<file path="config.mk">
export PLATFORM = sky130hd
export DESIGN_NAME = uart_rx
export DESIGN_NICKNAME = d
export VERILOG_FILES = /design/src/rtl/uart_rx.sv
export SDC_FILE = /design/constraint.sdc
export NUM_CORES = 1
export LEC_CHECK = 0
export ABC_AREA = 1
export CAP_MARGIN = 20
export CELL_PAD_IN_SITES_DETAIL_PLACEMENT = 0
export CELL_PAD_IN_SITES_GLOBAL_PLACEMENT = 1
export CORE_MARGIN = 2
export CORE_UTILIZATION = 25
export DETAILED_ROUTE_END_ITERATION = 16
export DONT_BUFFER_PORTS = 1
export MAX_ROUTING_LAYER = met4
export PLACE_DENSITY = 0.55
export SLEW_MARGIN = 20
export SYNTH_ARGS = -nofsm -noshare
export SYNTH_HDL_FRONTEND = slang
export SYNTH_SLANG_ARGS = --single-unit
</file>
<file path="constraint.sdc">
create_clock -name sclk -period 1.47 [get_ports sclk]
set_input_delay 0.0735 -clock sclk [delete_from_list [all_inputs] [get_ports sclk]]
set_output_delay 0.0735 -clock sclk [all_outputs]
set_load 0.01 [all_outputs]
</file>
<file path="src/rtl/uart_rx.sv">
// uart_rx: 8N1 serial receiver. Synchronises rx, finds the start edge,
// samples every bit at its midpoint and publishes each good byte with a
// one-cycle po_flag strobe.
module uart_rx #(
   parameter int BAUD_CNT = 56
) (
   input  logic       sclk,
   input  logic       srst,
   input  logic       rx,
   output logic [7:0] rx_data,
   output logic       po_flag
);

   localparam int CW = (BAUD_CNT > 1) ? $clog2(BAUD_CNT) : 1;
   localparam logic [CW-1:0] BAUD_MAX   = CW'(BAUD_CNT - 1);
   localparam logic [CW-1:0] SAMPLE_PT  = CW'(BAUD_CNT / 2 - 1);

   typedef enum logic [1:0] {IDLE, START, DATA, STOP} state_t;

   logic          rx_m_q, rx_s_q, rx_d_q;
   state_t        state_q, state_d;
   logic [CW-1:0] baud_q, baud_d;
   logic [3:0]    bit_q, bit_d;
   logic [7:0]    shift_q, shift_d;
   logic [7:0]    data_q, data_d;
   logic          flag_q, flag_d;
   logic          fall;
   logic          sample;

   assign fall    = rx_d_q & ~rx_s_q;
   assign sample  = (baud_q == SAMPLE_PT);
   assign rx_data = data_q;
   assign po_flag = flag_q;

   // Two-flop synchroniser plus one delay flop for edge detection; idles high
   always_ff @(posedge sclk) begin
      if (srst) begin
         rx_m_q <= 1'b1;
         rx_s_q <= 1'b1;
         rx_d_q <= 1'b1;
      end else begin
         rx_m_q <= rx;
         rx_s_q <= rx_m_q;
         rx_d_q <= rx_s_q;
      end
   end

   // Next-state: frame FSM, bit/baud counters, shift register and output load
   always_comb begin
      state_d = state_q;
      baud_d  = baud_q;
      bit_d   = bit_q;
      shift_d = shift_q;
      data_d  = data_q;
      flag_d  = 1'b0;

      if (state_q == IDLE) begin
         baud_d = '0;
         bit_d  = '0;
      end else if (baud_q == BAUD_MAX) begin
         baud_d = '0;
         bit_d  = bit_q + 4'd1;
      end else begin
         baud_d = baud_q + CW'(1);
      end

      unique case (state_q)
         IDLE: begin
            if (fall) state_d = START;
         end
         START: begin
            if (sample) begin
               if (rx_s_q) begin
                  // Start bit did not survive to its midpoint: a glitch
                  state_d = IDLE;
                  baud_d  = '0;
                  bit_d   = '0;
               end else begin
                  state_d = DATA;
               end
            end
         end
         DATA: begin
            if (sample) begin
               shift_d = {rx_s_q, shift_q[7:1]};
               if (bit_q == 4'd8) state_d = STOP;
            end
         end
         STOP: begin
            if (sample) begin
               // Leave at the stop midpoint so an immediately following start edge is seen
               if (rx_s_q) begin
                  data_d = shift_q;
                  flag_d = 1'b1;
               end
               state_d = IDLE;
               baud_d  = '0;
               bit_d   = '0;
            end
         end
         default: state_d = IDLE;
      endcase
   end

   // State and datapath registers
   always_ff @(posedge sclk) begin
      if (srst) begin
         state_q <= IDLE;
         baud_q  <= '0;
         bit_q   <= '0;
         shift_q <= '0;
         data_q  <= '0;
         flag_q  <= 1'b0;
      end else begin
         state_q <= state_d;
         baud_q  <= baud_d;
         bit_q   <= bit_d;
         shift_q <= shift_d;
         data_q  <= data_d;
         flag_q  <= flag_d;
      end
   end

endmodule

</file>
=== Word level (Yosys, flattened, before mapping) ===
Cells that the tools add are included.

* Register bits after elaboration: 32
* Input bits: 3
* Output and inout port bits: 9

* $add $sub $neg: 2
* Equal/unequal tests: 11
* Mux-type cells: 20
* Bitwise gates (word level): 4
* Reductions and logical operators: 5

{| class="wikitable"
|+ Operators by type and width
! cell !! count
|-
| $mux W6 || 5
|-
| $mux W4 || 5
|-
| $mux W2 || 6
|-
| $pmux W6 S2 || 1
|-
| $ne A2 B2 Y1 const B || 5
|-
| $pmux W2 S4 || 1
|-
| $pmux W4 S2 || 1
|-
| $add A6 B1 Y6 const B || 1
|-
| $eq A6 B5 Y1 const B || 1
|-
| $eq A6 B6 Y1 const B || 1
|-
| $reduce_and A5 Y1 || 1
|-
| $add A4 B1 Y4 const B || 1
|-
| $eq A2 B2 Y1 const B || 2
|-
| $eq A4 B4 Y1 const B || 1
|-
| $not A1 Y1 || 3
|-
| $reduce_and A3 Y1 || 1
|-
| $reduce_or A3 Y1 || 1
|-
| $eq A2 B1 Y1 const B || 1
|-
| $logic_not A2 Y1 || 1
|-
| $reduce_and A2 Y1 || 1
|-
| $and A1 B1 Y1 || 1
|-
| $mux W1 || 1
|}

=== Logic depth before layout (Yosys ltp) ===
Gate-level depths: netlist (run 1).

* Word-level depth: 6
* Depth in mapped cells: 8

=== Worst setup path before layout (run 1) ===
No wires, ideal clock.

* Path type: register to register
* From: reg baud_q[0]
* To: reg bit_q[3]
* Setup time: 0.116 ns
* Arrival: 1.138 ns
* Slack: 0.216 ns
* Cell stages (with the launch flop): 7
* Period minus slack after synthesis: 1.254 ns
* Cell sequence: dfxtp_1 ha_1 nand3_2 nor2_8 nand3_1 nand2_2 nor2_1

* Cells in the longest elaborated chain, start to end: 6
* Elaborated cells on any way between the ends: 8

{| class="wikitable"
|+ Ends and longest elaborated chain
! item !! line !! RTL
|-
| start: declaration || 22 || <nowiki>logic [CW-1:0] baud_q, baud_d;</nowiki>
|-
| start signal: assignment || 116 || <nowiki>baud_q <= baud_d;</nowiki>
|-
| $eq A6 B6 Y1 || 60 || <nowiki>end else if (baud_q == BAUD_MAX) begin</nowiki>
|-
| $mux W4 || 60 ||
|-
| $mux W4 || 57 || <nowiki>if (state_q == IDLE) begin</nowiki>
|-
| $mux W4 || 73 || <nowiki>if (rx_s_q) begin</nowiki>
|-
| $mux W4 || 72 || <nowiki>if (sample) begin</nowiki>
|-
| $pmux W4 S2 * || 67 || <nowiki>unique case (state_q)</nowiki>
|-
| end signal: assignment || 117 || <nowiki>bit_q <= bit_d;</nowiki>
|-
| end: declaration || 23 || <nowiki>logic [3:0] bit_q, bit_d;</nowiki>
|}

Mark *: on every way between the ends. The rest lies on a longest branch, timed or not.
A chain may end at the register's enable or synchronous reset.

=== Worst setup path after layout (run 1) ===
* From: reg baud_q[1]
* To: reg bit_q[3]

The elaborated chain is that of the path after synthesis.

==> summary.md, run 1 <==
| Metric | Value |
|---|---|
| Largest net degree at the start of global routing | 18 |
| Row Count | 28 |
| Final Instance Area | around 1700 µm² |
| Hold WC Path Type | in -> reg |
| Yosys top cell area share | between 40% and 50% |
| Synth top area cells | dfxtp_1, inv_1, nand2_1, nor2_1, nand4_1 |
| Core Area | slightly below 6000 µm² |
| Critical path class | reg -> reg |
| CP endpoint kind | register |
| Diodes inserted | 0 |
| Height of the die | 81.0 µm |
| Outcome | finished, final reports clean |
| Worst Hold End | baud_q[2]$_SDFF_PP0_ |
| Final Cycle Share | between 90% and 100% |
| Post-route setup slack | a little under 0.1 ns |
| Peak supply drop | between 0.0005 and 0.0006 V |
| H-tree depth | 2 |
| Signal arrival time at the worst endpoint | 1.54 ns |
| Worst hold slack | 0.0394 ns |
| Synth Instances | 204 |
| Synth warnings | 0 |
| Final Skew | 0.00381 ns |
| Fmax achieved | 728 MHz |
| Initial antenna violation count | 0 |
| Via density | roughly 4 |
| Pre-antenna DRT Iters | 4 |
| Layout net count | ~220 |
| Combinational Power Share | under 10% |
| DIE AREA | 6560 µm² |
| Clock transition at path regs | ~0.07 ns |
| Pre-CTS WS | ~0.047 ns |
| Max-slew headroom | between 70% and 80% |
| Gr ovfl total | 0 |
| RSZ-0062 raised after global routing | no |
| Root Driver | clkbuf_8 |
| Reg2Reg Capture Point | bit_q[3]$_SDFF_PP0_ |
| Syn Area/Cell | 7.27 µm² |
| Post-synth top area cell | dfxtp_1 |
| Die Width | between 80 and 90 µm |
| Initial Util | 25.5% |
| Net switching power | around 340 µW |
| Power per cell area | approximately 940 nW/µm² |
| Final Hold Fails | 0 |
| Placed cell areas | between 1500 and 2000 µm² |
| Routability Congestion | 0.689 |
| Leak Pwr | between 0.7 and 0.8 nW |
| Design Power | around 1.6 mW |
| Clk Latency, worst-skew pair | about 0.27 ns |
| Commonest non-fill, non-tap cell in the layout | inv_1 |
| DRT Wirelength | between 2000 and 3000 µm |
| Clock share of power | roughly 43% |
| Required time worst endpoint | 1.63 ns |
| CP max FO | 6 |
| Type of origin of the critical path | register |
| Cell depth of the worst flop-to-flop path | 6 |
| Final setup violation count | 0 |
| Area delta synth->final | 15.5% |
| CP peak stage delay | approximately 0.35 ns |
| Power Internal | about 1.3 mW |
| Global Route Usage Sum | ~10% |
| CTS buffer count | 5 |
| Worst reg2reg startpoint | baud_q[1]$_SDFF_PP0_ |
| Slowest CP cell | dfxtp_1 |
| Share of cells above drive strength 1 | a little over an eighth |
| Seq cells post-synth | 32 |
| First DRT Iteration DRCs | 62 |
| Most frequent cells in the layout | inv_1, nand2_1, nor2_1 |
| Crit-path cells | ha_2 > nand3_2 > nor2_8 > nand3_1 > nand2_2 > nor2_1 |
| Worst slew pin tran | about 0.44 ns |
| Port Buffer Count | 0 |
| Hold depth | 3 |
| Clock Tree Buf Depth | 2 |
| CTS tree | done |
| Final worst path period need | 1.37 ns |
| DR WL/cell | between 9 and 10 µm |
| Min-Delay Startpoint | srst |
| Syn nets | between 200 and 250 |
| Vias in the first global route | between 1000 and 1500 |
| Yosys cell types | 26 |
| Mapped Area | 1480 µm² |
| Hpwl dp | ~2100 µm |
| # DRC | 0 |
| Register area share after synthesis | between 40% and 50% |
| Sequential Power Share | a little over half |
| Final Max Tran Viols | 0 |
| # IOs | 12 |
| Vias | between 1000 and 1500 |
| Switching part of the total power | 21.1% |
| Final TNS setup | 0 ns |
| Post-DRT Antenna Nets | 0 |
| Max cap viols | 0 |
| Clock sink count | 32 |
| First-pass GRT wire length | 5090 µm |
| Reg2Reg Setup Slack | around 0.097 ns |
Yosys cell counts (all sizes together):
master	instances
a21oi	4
buf	3
clkbuf	1
clkinv	1
dfxtp	32
ha	3
inv	42
nand2	40
nand3	11
nand3b	1
nand4	11
nor2	39
o21ai	11
or2	3
xnor2	1
xor2	1
metrics by stage:
stage,util [%],std cells
2_1_floorplan,-,204
6_report,29.5,292
5_1_grt,29.5,292
4_1_cts,29.2,290
3_5_place_dp,27.3,280
3_3_place_gp,27.3,280
flip-flops by register name, indices dropped and copies added, names as in the netlist, named ones only:
register  cells
rx_data       8
shift_q       8
baud_q        6
bit_q         4
po_flag       1
rx_d_q        1
rx_m_q        1
rx_s_q        1
state_q       1
critical path, delay by kind of cell (launching register included):
kind	cells	cell delay, ns
fa+ha+maj	1	0.21
flops	1	0.35
simple gates	5	0.71
power groups by stage:
stage,Sequential [mW],Combinational [mW],Clock [mW]
floorplan,0.894,0.0351,0
global placement,0.896,0.0438,0
detailed placement,0.896,0.0439,0
CTS,0.876,0.0506,0.717
global route,0.876,0.0582,0.762
finish,0.877,0.0500,0.689
kinds of logic after synthesis:
| logic type | after synthesis | share of synthesized area (%) |
|---|---|---|
| simple gates | 105 | 34.6 |
| compound gates | 15 | 5.32 |
| flops | 32 | 43.2 |
| buf+inv | 47 | 13.2 |
| fa+ha+maj | 3 | 2.53 |
| xor+xnor | 2 | 1.18 |
metal layers:
| layer | share of wire [%] | wire length, µm | up-vias | GRT usage (%) |
|---|---|---|---|---|
| li1 | - | - | 643 | - |
| met2 | 39 | 1130 | 16 | 13.7 |
| met3 | 4.0 | 115 | 4 | 3.00 |
| met4 | 1.7 | 48 | 0 | 3.56 |
| met5 | 0 | 0 | - | - |
| met1 | 55 | 1580 | 512 | 14.6 |
cell type report:
class / count / area, µm²
Fill cell: 666 / 4100
Inverter: 43 / 166
Timing Repair Buffer: 9 / 72.6
Tap cell: 75 / 93.8
Multi-Input combinational cell: 125 / 649
Clock buffer: 8 / 90.1
Sequential cell: 32 / 641
what timing repair did:
| action | 4_1_cts | 5_1_grt |
|---|---|---|
| hold buffers | 2 | 0 |
| buffers inserted | 0 | 2 |
| resized for setup | 0 | 4 |
| hold endpoints to repair | 5 | 0 |
| setup endpoints to repair | 0 | 22 |
worst max-delay path by stage:
stage / start / to
finish: baud_q[1]$_SDFF_PP0_ / bit_q[3]$_SDFF_PP0_
global route: baud_q[1]$_SDFF_PP0_ / bit_q[3]$_SDFF_PP0_
CTS: baud_q[1]$_SDFF_PP0_ / bit_q[3]$_SDFF_PP0_
detailed placement: baud_q[1]$_SDFF_PP0_ / bit_q[3]$_SDFF_PP0_
global placement: baud_q[1]$_SDFF_PP0_ / bit_q[3]$_SDFF_PP0_
floorplan: baud_q[0]$_SDFF_PP0_ / bit_q[3]$_SDFF_PP0_
(Power assumes the default switching activity.)
==> run 2, diff against run 1 <==
ABC_AREA = default   (was 1)
PLACE_DENSITY = 0.53   (was 0.55)
==> summary.md, run 2 <==
| Metric | Value |
|---|---|
| Worst slew pin tran | between 0.6 and 0.7 ns |
| Syn nets | 150 |
| Vias | about 1000 |
| Pre-CTS WS | -0.0635 ns |
| Core Area | roughly 5200 µm² |
| Syn Area/Cell | about 9.4 µm² |
| Hold depth | 2 |
| Pre-antenna DRT Iters | 4 |
| Post-route setup slack | 0.00857 ns |
| Commonest cells in the netlist | dfxtp_1, a21oi_1, nand3_1, o21ai_0, nand2b_1 |
| First DRT Iteration DRCs | between 70 and 80 |
| Synth Instances | between 100 and 150 |
| RSZ-0062 raised after global routing | yes |
| Yosys top cell area share | a little under half |
| CP max FO | 5 |
| Gr ovfl total | 0 |
| Cell depth of the worst flop-to-flop path | 4 |
| EDFF count, synth | 0 |
| Area delta synth->final | 16.7% |
| Seq cells post-synth | 32 |
| CTS buffer count | 5 |
| Commonest non-fill, non-tap cell in the layout | dfxtp_1 |
| Signal arrival time at the worst endpoint | ~1.7 ns |
| Synth top area cells | dfxtp_1, mux2i_1, a21oi_1, nand3_1, o21ai_0 |
| Top Family by Delay on Critical Path | compound AO/OA/AOI/OAI gates |
| Setup Fix Bufs, Post-CTS | 0 |
| H-tree depth | 2 |
| Yosys cell types | 31 |
| Type of origin of the critical path | register |
| Min-Delay Startpoint | srst |
| Largest family of logic cells by synthesized area | simple AND/OR/NAND/NOR gates |
| Row Count | 26 |
| Global Route Usage Sum | slightly above 10% |
| Diodes inserted | 0 |
| Post-synth top area cell | dfxtp_1 |
| Share of cells above drive strength 1 | a little under a fifth |
| XOR/XNOR Fraction of Synth Area | approximately 1.9% |
| Clock sink count | 32 |
| DRT Wirelength | just under 3000 µm |
| Die Width | between 70 and 80 µm |
| Peak supply drop | 0.000473 V |
| Post-DRT Antenna Nets | 0 |
| Clock transition at path regs | 0.07 ns |
| First-pass GRT wire length | about 4700 µm |
| CTS tree | done |
| Hold WC Path Type | in -> reg |
| Final setup violation count | 0 |
| Register area share after synthesis | 47.1% |
| Final Cycle Share | between 90 and 100% |
| Routability Congestion | ~0.73 |
| Hpwl dp | 1960 µm |
| Crit path buffers/inverters | 0 |
| Initial Util | between 20% and 30% |
| Fraction of registers with async set/reset | 0% |
| Clock Tree Buf Depth | 2 |
| Mapped Area | 1360 µm² |
| Max-slew headroom | 59.0% |
| Height of the die | slightly below 80 µm |
| Area share of fa/ha/maj cells after synthesis | under 10% |
| Root Driver | clkbuf_8 |
| Reg2Reg Capture Point | baud_q[3]$_SDFF_PP0_ |
| Port Buffer Count | 0 |
| Placed Cells | ~210 |
| Initial antenna violation count | 0 |
| Complex-gate fraction of the synthesized area | between 10% and 20% |
| CP endpoint kind | register |
| Final Skew | 0.00563 ns |
| Final Non-Filler Cells | approximately 220 |
| Max cap viols | 0 |
| Largest net degree at the start of global routing | 20 |
| Power per cell area | approximately 1000 nW/µm² |
| Worst Hold End | shift_q[1]$_SDFFE_PP0P_ |
| DIE AREA | around 6000 µm² |
| Worst reg2reg startpoint | baud_q[0]$_SDFF_PP0_ |
| Via density | about 4.7 |
| Fmax achieved | between 600 and 700 MHz |
| # DRC | 0 |
| Final Hold Fails | 0 |
| CP peak stage delay | between 0.4 and 0.5 ns |
| Multiplexer share of the synthesized area | a little under 6% |
| Slowest CP cell | a311o_2 |
| Count leader, synth | dfxtp_1 |
| DR WL/cell | 13.2 µm |
| Dominant synthesized flop cell | dfxtp_1 |
| Leak Pwr | roughly 0.55 nW |
| Synth warnings | 0 |
| # IOs | 12 |
| Simple-Gate Fraction of Synth Area | a little under a quarter |
| Required time worst endpoint | ~1.7 ns |
| Critical path class | reg -> reg |
| Layout net count | approximately 160 |
| Most frequent cells in the layout | dfxtp_1, nand3_1, a21oi_1 |
| Final worst path period need | 1.46 ns |
| Vias in the first global route | 1001 |
| Reg2Reg Setup Slack | roughly 0.0086 ns |
| Crit-path cells | ha_4 > and4b_2 > a311o_2 > nor3_2 |
| Clk Latency, worst-skew pair | between 0.2 and 0.3 ns |
| Final Max Tran Viols | 0 |
| Final TNS setup | 0 ns |
| Outcome | finished, final reports clean |
-- run 2: cell count changes after synthesis, moves of 6 or more --
cell	delta
a21oi_1	+11
nand4_1	-9
nor2_1	-31
mux2i_1	+8
nand2_1	-36
nand3_1	+6
nand2b_1	+9
inv_1	-36
-- run 2: worst max path at each step --
stage	startpoint	endpoint	slack (ns)	cells after the start
detailed placement	baud_q[0]$_SDFF_PP0_	baud_q[4]$_SDFF_PP0_	-0.06	4
floorplan	baud_q[0]$_SDFF_PP0_	baud_q[3]$_SDFF_PP0_	0.04	6
global placement	baud_q[0]$_SDFF_PP0_	baud_q[4]$_SDFF_PP0_	0.01	4
finish	baud_q[0]$_SDFF_PP0_	baud_q[3]$_SDFF_PP0_	0.009	4
global route	baud_q[0]$_SDFF_PP0_	baud_q[3]$_SDFF_PP0_	-0.04	4
CTS	baud_q[0]$_SDFF_PP0_	baud_q[4]$_SDFF_PP0_	0.02	4
-- run 2: area by class of cell --
class                           count  area, µm²
Fill cell                         540       3590
Multi-Input combinational cell     98        676
Inverter                            5       18.8
Tap cell                           70       87.6
Timing Repair Buffer                8       67.6
Clock inverter                      2       10.0
Clock buffer                        6       82.6
Sequential cell                    32        643
-- run 2: logic make-up after synthesis --
kind of cell / after synthesis
multiplexers: 8
XOR/XNOR: 3
buffers and inverters: 15
AND/OR/NAND/NOR: 52
flip-flops: 32
adder cells (fa/ha/maj): 3
AO/OA/AOI/OAI: 31
-- run 2: through the flow --
stage / hold slack, ns / utilization (%) / instance area, µm² / total power [mW]
after global routing: 0.0102 / 30.6 / 1590 / 1.68
final: 0.00368 / 30.6 / 1590 / 1.60
after CTS: 0.000860 / 29.9 / 1550 / 1.63
after detailed placement: 0.148 / 27.6 / 1430 / 0.917
after floorplan: 0.177 / - / 1360 / 0.920
after global placement: 0.147 / 27.6 / 1430 / 0.916
-- run 2: worst reg2reg max path, stage by stage (launching register included) --
cell and delay (ns):
dfxtp_2 0.34, ha_4 0.16, and4b_2 0.24, a311o_2 0.47, nor3_2 0.17
-- run 2: timing repair --
item / CTS / global route
pin swaps: 0 / 2
endpoints found under the setup margin: 10 / 18
endpoints found under the hold margin: 18 / 0
hold buffers: 3 / 0
gates cloned: 0 / 1
resized for setup: 1 / 7
-- run 2: power by group --
part	internal, mW	switching, mW	leakage (nW)
Clock	0.373	0.316	0.0510
Sequential	0.873	0.00543	0.259
Combinational	0.0174	0.0187	0.243
-- run 2: layer usage --
metal  vias up  GRT usage, %  wire length [µm]
met3         7          3.84               149
met5         -             -                 0
met4         0          5.36                59
met1       494          11.1              1250
li1        527             -                 -
met2        18          15.9              1450
==> run 3, diff against run 2 <==
CORE_ASPECT_RATIO = 0.8   (was default)
==> summary.md, run 3 (synthesis results as in run 2) <==
| Metric | Value |
|---|---|
| Signal arrival time at the worst endpoint | around 1.6 ns |
| Core Area | approximately 5000 µm² |
| Area delta synth->final | 22.2% |
| Post-DRT Antenna Nets | 0 |
| # IOs | 12 |
| Peak supply drop | about 0.0006 V |
| Type of origin of the critical path | register |
| Die Width | around 86 µm |
| Hold depth | 2 |
| Power Internal | between 1 and 1.5 mW |
| Worst path most repeated cell | buf_4 |
| CTS buffer count | 5 |
| Via density | between 4 and 5 |
| Post-layout util | between 30% and 40% |
| CTS tree | done |
| DR WL/cell | around 14 µm |
| Design Power | around 1.7 mW |
| Clock sink count | 32 |
| Routability Congestion | around 0.75 |
| Clk Latency, worst-skew pair | between 0.2 and 0.3 ns |
| DRT Wirelength | roughly 3100 µm |
| Final worst path period need | 1.41 ns |
| Max cap viols | 0 |
| Layout net count | 165 |
| Clock share of power | 47.6% |
| Final Hold Fails | 0 |
| Sequential Power Share | 50.5% |
| CP max FO | 5 |
| H-tree depth | 2 |
| Commonest non-fill, non-tap cell in the layout | dfxtp_1 |
| CP peak stage delay | about 0.32 ns |
| CP endpoint kind | register |
| Crit-path cells | ha_2 > and4b_2 > buf_4 > buf_4 > a21bo_2 > a21oi_1 |
| Max-slew headroom | ~61% |
| Pre-CTS WS | -0.0381 ns |
| DIE AREA | about 6000 µm² |
| First-pass GRT wire length | about 5000 µm |
| Worst slew pin tran | between 0.5 and 0.6 ns |
| Power per cell area | roughly 1000 nW/µm² |
| Global Route Usage Sum | between 10% and 20% |
| Cell depth of the worst flop-to-flop path | 6 |
| First DRT Iteration DRCs | 56 |
| Combinational Power Share | under 10% |
| Height of the die | about 70 µm |
| Vias | around 1100 |
| Required time worst endpoint | between 1.5 and 2 ns |
| Clock transition at path regs | ~0.07 ns |
| Root Driver | clkbuf_8 |
| Slowest CP cell | dfxtp_1 |
| Vias in the first global route | ~1000 |
| Pre-antenna DRT Iters | 4 |
| Fmax achieved | between 700 and 800 MHz |
| Initial Util | 26.5% |
| Most frequent cells in the layout | dfxtp_1, buf_4, nand3_1, a21oi_1, o21ai_0 |
| Clock Tree Buf Depth | 2 |
| Diodes inserted | 0 |
| Gr ovfl total | 0 |
| Hold WC Path Type | in -> reg |
| Filler cell count | approximately 540 |
| Final Max Tran Viols | 0 |
| # DRC | 0 |
| Final Skew | ~0.010 ns |
| Share of cells above drive strength 1 | 23.1% |
| Final setup violation count | 0 |
| Outcome | finished, final reports clean |
| Switching part of the total power | about 20% |
| Port Buffer Count | 0 |
| Hpwl dp | ~2200 µm |
| Row Count | 23 |
| Post-route setup slack | a little under 0.06 ns |
| Reg2Reg Setup Slack | roughly 0.060 ns |
| Initial antenna violation count | 0 |
| Final Cycle Share | 96.0% |
| Critical path class | reg -> reg |
| Net switching power | about 350 µW |
| Largest net degree at the start of global routing | 17 |
| Leak Pwr | about 0.61 nW |
run 3: final timing paths:
kind                                                end                  from
worst max-delay path                           register  baud_q[0]$_SDFF_PP0_
worst max register to register                 register  baud_q[0]$_SDFF_PP0_
worst min-delay path            shift_q[1]$_SDFFE_PP0P_                  srst
worst min register to register        rx_s_q$_SDFF_PP1_     rx_m_q$_SDFF_PP1_
run 3: worst max-delay path, delay by kind of cell, from the launching register on:
family / cells / cell delay, ns
compound gates: 2 / 0.31
fa+ha+maj: 1 / 0.19
buf+inv: 2 / 0.27
flops: 1 / 0.32
simple gates: 1 / 0.24
run 3: final cells by class:
| cell class | instances | area (µm²) | share of cell area, % |
|---|---|---|---|
| Multi-Input combinational cell | 97 | 671 | 40.4 |
| Clock inverter | 2 | 35.0 | 2.11 |
| Timing Repair Buffer | 18 | 144 | 8.67 |
| Sequential cell | 32 | 642 | 38.7 |
| Clock buffer | 6 | 72.6 | 4.37 |
| Inverter | 5 | 18.8 | 1.13 |
| Tap cell | 62 | 77.6 | 4.67 |
run 3: metrics by stage:
step | instances | setup TNS (ns) | instance area, µm² | hold WS [ns]
final | 222 | 0 | 1660 | 0.0110
after global routing | 222 | -0.0424 | 1660 | 0.000824
after CTS | 220 | 0 | 1610 | 0.00112
after detailed placement | 209 | -0.0476 | 1480 | 0.150
after global placement | 209 | 0 | 1480 | 0.148
after floorplan | 144 | 0 | 1360 | 0.177
run 3: power by group through the flow:
stage	Clock, mW	Combinational, mW	Sequential (mW)
final	0.827	0.0331	0.878
after global routing	0.887	0.0372	0.878
after CTS	0.852	0.0314	0.877
after detailed placement	0	0.0211	0.897
after global placement	0	0.0203	0.897
after floorplan	0	0.0244	0.896
run 3: what timing repair did:
item,in CTS,in global routing
endpoints found under the hold margin,16,0
resized for setup,0,8
pin swaps,0,3
hold buffers,2,0
setup buffers,1,2
setup endpoints to repair,3,15
run 3: routing by layer:
layer | global-route usage (%) | vias to the layer above | part of all wire [%]
met4 | 3.65 | 0 | 0.61
met5 | - | - | 0
met3 | 3.55 | 2 | 3.0
met1 | 16.6 | 515 | 55
li1 | - | 541 | -
met2 | 13.8 | 11 | 42
